## config.mk

```make
export PLATFORM = sky130hd
export DESIGN_NAME = mem_bus_ctrl
export DESIGN_NICKNAME = d
export VERILOG_FILES = /design/src/rtl/mem_bus_pkg.sv /design/src/rtl/mem_addr_decode.sv /design/src/rtl/mem_bus_ctrl.sv
export SDC_FILE = /design/constraint.sdc
export NUM_CORES = 1
export LEC_CHECK = 0
export ABC_AREA = 1
export CAP_MARGIN = 30
export CORE_ASPECT_RATIO = 1.5
export CORE_MARGIN = 2
export CORE_UTILIZATION = 44
export DETAILED_ROUTE_END_ITERATION = 8
export GPL_ROUTABILITY_DRIVEN = 0
export PLACE_DENSITY = 0.83
export SLEW_MARGIN = 20
export SYNTH_ARGS = -nofsm -noshare
export SYNTH_HDL_FRONTEND = slang
export SYNTH_HIERARCHICAL = 1
export SYNTH_SLANG_ARGS = --single-unit
```

## constraint.sdc

```tcl
create_clock -name clk -period 3.6 [get_ports clk]
set_input_delay 0.54 -clock clk [delete_from_list [all_inputs] [get_ports clk]]
set_output_delay 0.54 -clock clk [all_outputs]
set_load 0.05 [all_outputs]
```

## src/rtl/mem_bus_pkg.sv

```systemverilog
// Shared types and constants for the CPU-to-async-RAM bus sequencer.
package mem_bus_pkg;

    localparam int DATA_W         = 32;
    localparam int DEFAULT_ADDR_W = 24;
    localparam int DEFAULT_RAM_AW = 17;

    typedef enum logic [2:0] {
        IDLE   = 3'd0,
        SETUP  = 3'd1,
        ACCESS = 3'd2,
        HOLD   = 3'd3,
        RESP   = 3'd4
    } mem_state_t;

    function automatic int wait_cnt_w(input int wait_cyc);
        return $clog2(wait_cyc + 1);
    endfunction

endpackage

```

## src/rtl/mem_addr_decode.sv

```systemverilog
// Combinational address decode of one device window; zero latency, no flow control.
module mem_addr_decode
    import mem_bus_pkg::*;
#(
    parameter int ADDR_W = DEFAULT_ADDR_W,
    parameter int RAM_AW = DEFAULT_RAM_AW
) (
    input  logic [ADDR_W-1:0]        addr,
    input  logic [ADDR_W-RAM_AW-1:0] base,
    output logic                     hit,
    output logic [RAM_AW-1:0]        ram_addr
);

    assign hit      = (addr[ADDR_W-1:RAM_AW] == base);
    assign ram_addr = addr[RAM_AW-1:0];

endmodule

```

## src/rtl/mem_bus_ctrl.sv

```systemverilog
// Single-outstanding CPU->RAM sequencer; hit ack WAIT_CYC+3 cycles after accept, miss ack after 1.
// No queuing: cpu_req is only sampled in IDLE, so the CPU is stalled by busy until its ack.
module mem_bus_ctrl
    import mem_bus_pkg::*;
#(
    parameter int                         ADDR_W   = DEFAULT_ADDR_W,
    parameter int                         RAM_AW   = DEFAULT_RAM_AW,
    parameter logic [ADDR_W-RAM_AW-1:0]   RAM_BASE = '0,
    parameter int                         WAIT_CYC = 2
) (
    input  logic              clk,
    input  logic              reset,
    input  logic              cpu_req,
    input  logic              cpu_we,
    input  logic [ADDR_W-1:0] cpu_addr,
    input  logic [DATA_W-1:0] cpu_wdata,
    output logic              cpu_ack,
    output logic [DATA_W-1:0] cpu_rdata,
    output logic              cpu_err,
    output logic              busy,
    output logic              ram_en,
    output logic              ram_rw,
    output logic [RAM_AW-1:0] ram_addr,
    output logic [DATA_W-1:0] ram_din,
    input  logic [DATA_W-1:0] ram_dout
);

    localparam int               CNT_W    = wait_cnt_w(WAIT_CYC);
    localparam logic [CNT_W-1:0] CNT_LOAD = CNT_W'(WAIT_CYC - 1);
    localparam logic [CNT_W-1:0] CNT_ONE  = CNT_W'(1);

    mem_state_t        state;
    logic              we_q;
    logic [CNT_W-1:0]  cnt;
    logic              hit;
    logic [RAM_AW-1:0] dec_addr;

    mem_addr_decode #(
        .ADDR_W (ADDR_W),
        .RAM_AW (RAM_AW)
    ) u_dec (
        .addr     (cpu_addr),
        .base     (RAM_BASE),
        .hit      (hit),
        .ram_addr (dec_addr)
    );

    // All RAM pins are registered so en/rw/addr/din can only move on clean clock edges.
    always_ff @(posedge clk) begin
        if (reset) begin
            state     <= IDLE;
            we_q      <= 1'b0;
            cnt       <= '0;
            cpu_ack   <= 1'b0;
            cpu_err   <= 1'b0;
            cpu_rdata <= '0;
            busy      <= 1'b0;
            ram_en    <= 1'b0;
            ram_rw    <= 1'b1;
            ram_addr  <= '0;
            ram_din   <= '0;
        end else begin
            cpu_ack <= 1'b0;
            case (state)
                IDLE: begin
                    if (cpu_req) begin
                        busy <= 1'b1;
                        we_q <= cpu_we;
                        if (hit) begin
                            // RAM pins only move on a hit; a miss leaves the RAM untouched.
                            ram_addr <= dec_addr;
                            ram_din  <= cpu_wdata;
                            ram_rw   <= ~cpu_we;
                            state    <= SETUP;
                        end else begin
                            cpu_err <= 1'b1;
                            cpu_ack <= 1'b1;
                            state   <= RESP;
                        end
                    end
                end
                SETUP: begin
                    ram_en <= 1'b1;
                    cnt    <= CNT_LOAD;
                    state  <= ACCESS;
                end
                ACCESS: begin
                    if (cnt == '0) begin
                        ram_en <= 1'b0;
                        if (!we_q) begin
                            cpu_rdata <= ram_dout;
                        end
                        state <= HOLD;
                    end else begin
                        cnt <= cnt - CNT_ONE;
                    end
                end
                HOLD: begin
                    ram_rw  <= 1'b1;
                    cpu_ack <= 1'b1;
                    state   <= RESP;
                end
                RESP: begin
                    busy    <= 1'b0;
                    cpu_err <= 1'b0;
                    state   <= IDLE;
                end
                default: state <= IDLE;
            endcase
        end
    end

endmodule

```

==> out/metrics.cfg <==
[place]
placement.io_buffers=177
hpwlAfterDp_mm=7.10
pre_cts_ws_ns=1.08

[route]
drcViolationCount=0
routedWlPerCell_um=11.6
ant_nets=0
viasPerCell=4.46
first_pass_iters=4
drt_iter0_markers=133
vias=3735
wirelength_mm=9.71

[status]
outcome=finished clean

[synth]
synth_area_leaders=dfxtp_1, nor2_1, nand2_1, inv_1, o21ai_0
synth_top_cell_area_share_pct=48.1
async_flop_share_pct=0
synth_flop_cell=dfxtp_1
synth_edf_count=0
synthCells=565
ys_types=22
ys_top_cells_by_count=nor2_1, nand2_1, dfxtp_1
syn-cell-area_um2=3830
ys_seq_elements=92
seq_area_frac_synth_pct=48.1
synth_warnings=6
syn_avg_cell_area_um2=6.77
synth_most_common_cell=nor2_1
yosysTopAreaCell=dfxtp_1

[global_routing]
antenna_found_initial=0
grt-ovfl-total=0
grt_util_all_layers_pct=20.5
grt_max_degree=100
grt_pass1_wl_mm=15.5
grt_pass1_vias=3494

[finish]
num_antenna_cells=0
drive_gt1_share_pct=3.42
fin_nets=819
syn2layout_area_growth_pct=53.5

[clocking]
post_cts_buffers=0
clock_path_buffers=2
ctsHoldBuffers=0
root_buffer=clkbuf_16
cts_tree=built
clk_latency_ns=0.33
cts.sink_count=92
numCtsBuffers=9
htree_levels=3
cts-resized-gates=0
clk_pin_slew_ns=0.06

[floorplan]
die_width_um=80.1
pin_count=178
core_area_um2=8410
dieArea_um2=9470
start_util_pct=45.5
dieHeight_um=118
num_rows=41

[setup_path]
cp_data_required_time_ns=3.82
crit_fanout=99
worstPathArrival_ns=2.41
crit_path_end_kind=flip-flop
crit_type=in2reg
critPathLaunchType=input pin

[timing]
fin_crit_ns=2.19
finalClockSkew_ns=0.00766
max_freq_mhz=457
rsz0062_at_grt=false
relSlewSlack_pct=39.8
finalSetupTns_ns=0
slew_viol_final=0
worst_pin_slew_ns=0.902
setup_violations=0
finalHoldViolCount=0
fin_ws_ns=1.41
finalCritPeriodShare_pct=60.7

[hold_path]
hold_path_class=reg2reg

[power]
finalPower_w=0.00216
ir_drop_mv=0.273
leakagePower_nw=2.66
power_density_nw_per_um2=368

[job]
maxCapViolCount=0

[area by class of cell]
cell class,instances,area (um^2)
flip-flops and latches,92,1840
clock inverters,4,48.8
fillers,708,2540
multi-input cells,373,1510
clock buffers,12,246
inverters,69,259
well taps,107,134
repair buffers,181,1830
[metrics by stage]
stage / utilization, % / instances / hold slack [ns] / instance area, um^2
2_1_floorplan: - / 577 / 0.445 / 3870
3_3_place_gp: 66.0 / 821 / 0.448 / 5550
3_5_place_dp: 66.3 / 822 / 0.451 / 5580
4_1_cts: 69.8 / 838 / 0.466 / 5870
5_1_grt: 69.8 / 838 / 0.504 / 5870
6_report: 69.8 / 838 / 0.457 / 5870
[report_power, final]
part	switching, W	internal, W
combinational	0.0000847	0.000116
clock	0.000372	0.000556
sequential	0.00000509	0.00103
[routing by layer]
metal  vias up  track usage (%)  part of all wire, %
li1       1964                -                    -
met2       115             38.5                   54
met1      1639             20.8                   37
met5         -                0                    0
met3        17             5.11                  6.3
met4         0             8.16                  2.5
[registers in the layout, indices dropped and copies added, names as in the netlist]
name,flops
state,3
cpu_err,1
ram_din,32
ram_rw,1
we_q,1
cpu_rdata,32
ram_addr,17
cnt,2
cpu_ack,1
ram_en,1
busy,1
[placed cells by master, fill, tap and decap left out]
master	n
bufinv_16	1
inv_2	3
nand3b_1	1
clkbuf_1	2
nand2_1	126
buf_4	2
ha_1	1
clkbuf_8	1
clkdlybuf4s50_1	177
nand3_1	9
buf_16	1
buf_12	1
inv_1	66
nor3_1	1
clkbuf_16	9
nor2_2	1
xnor2_1	1
a31oi_1	1
clkinv_4	1
o21ai_0	37
clkinv_2	2
nand2_2	1
nand3_2	1
nor2_1	171
conb_1	13
nor2_4	1
a21oi_1	8
dfxtp_1	92
[worst paths after layout]
kind / slack (ns) / start / cells past startpoint / to
max: 1.41 / cpu_addr[22] / 11 / ram_addr[12]$_SDFFE_PP0P_
min: 0.46 / ram_rw$_SDFFE_PP1P_ / 2 / ram_rw$_SDFFE_PP1P_
max reg2reg: 1.72 / state[1]$_SDFFE_PP0P_ / 8 / ram_addr[12]$_SDFFE_PP0P_
min reg2reg: 0.46 / ram_rw$_SDFFE_PP1P_ / 2 / ram_rw$_SDFFE_PP1P_
[critical path, cell delays in order]
cell             delay [ns]
clkdlybuf4s50_1        0.47
inv_1                  0.05
nand2_1                0.06
nand2_1                0.04
nand3_1                0.10
nor2_2                 0.07
nand2_2                0.06
buf_4                  0.67
nand2_1                0.13
nand2_1                0.11
nor2_1                 0.04
[cell families (layout without fill, tap and decap cells)]
group	count (synthesis)	count (layout)	synth area share, %
other	1	13	0.0980
AND/OR/NAND/NOR	312	312	31.5
XOR/XNOR	1	1	0.229
AO/OA/AOI/OAI	46	46	6.05
adder cells (fa/ha/maj)	1	1	0.327
flip-flops	92	92	48.1
buffers and inverters	112	266	13.6
Power figures use the tool's default switching activity.
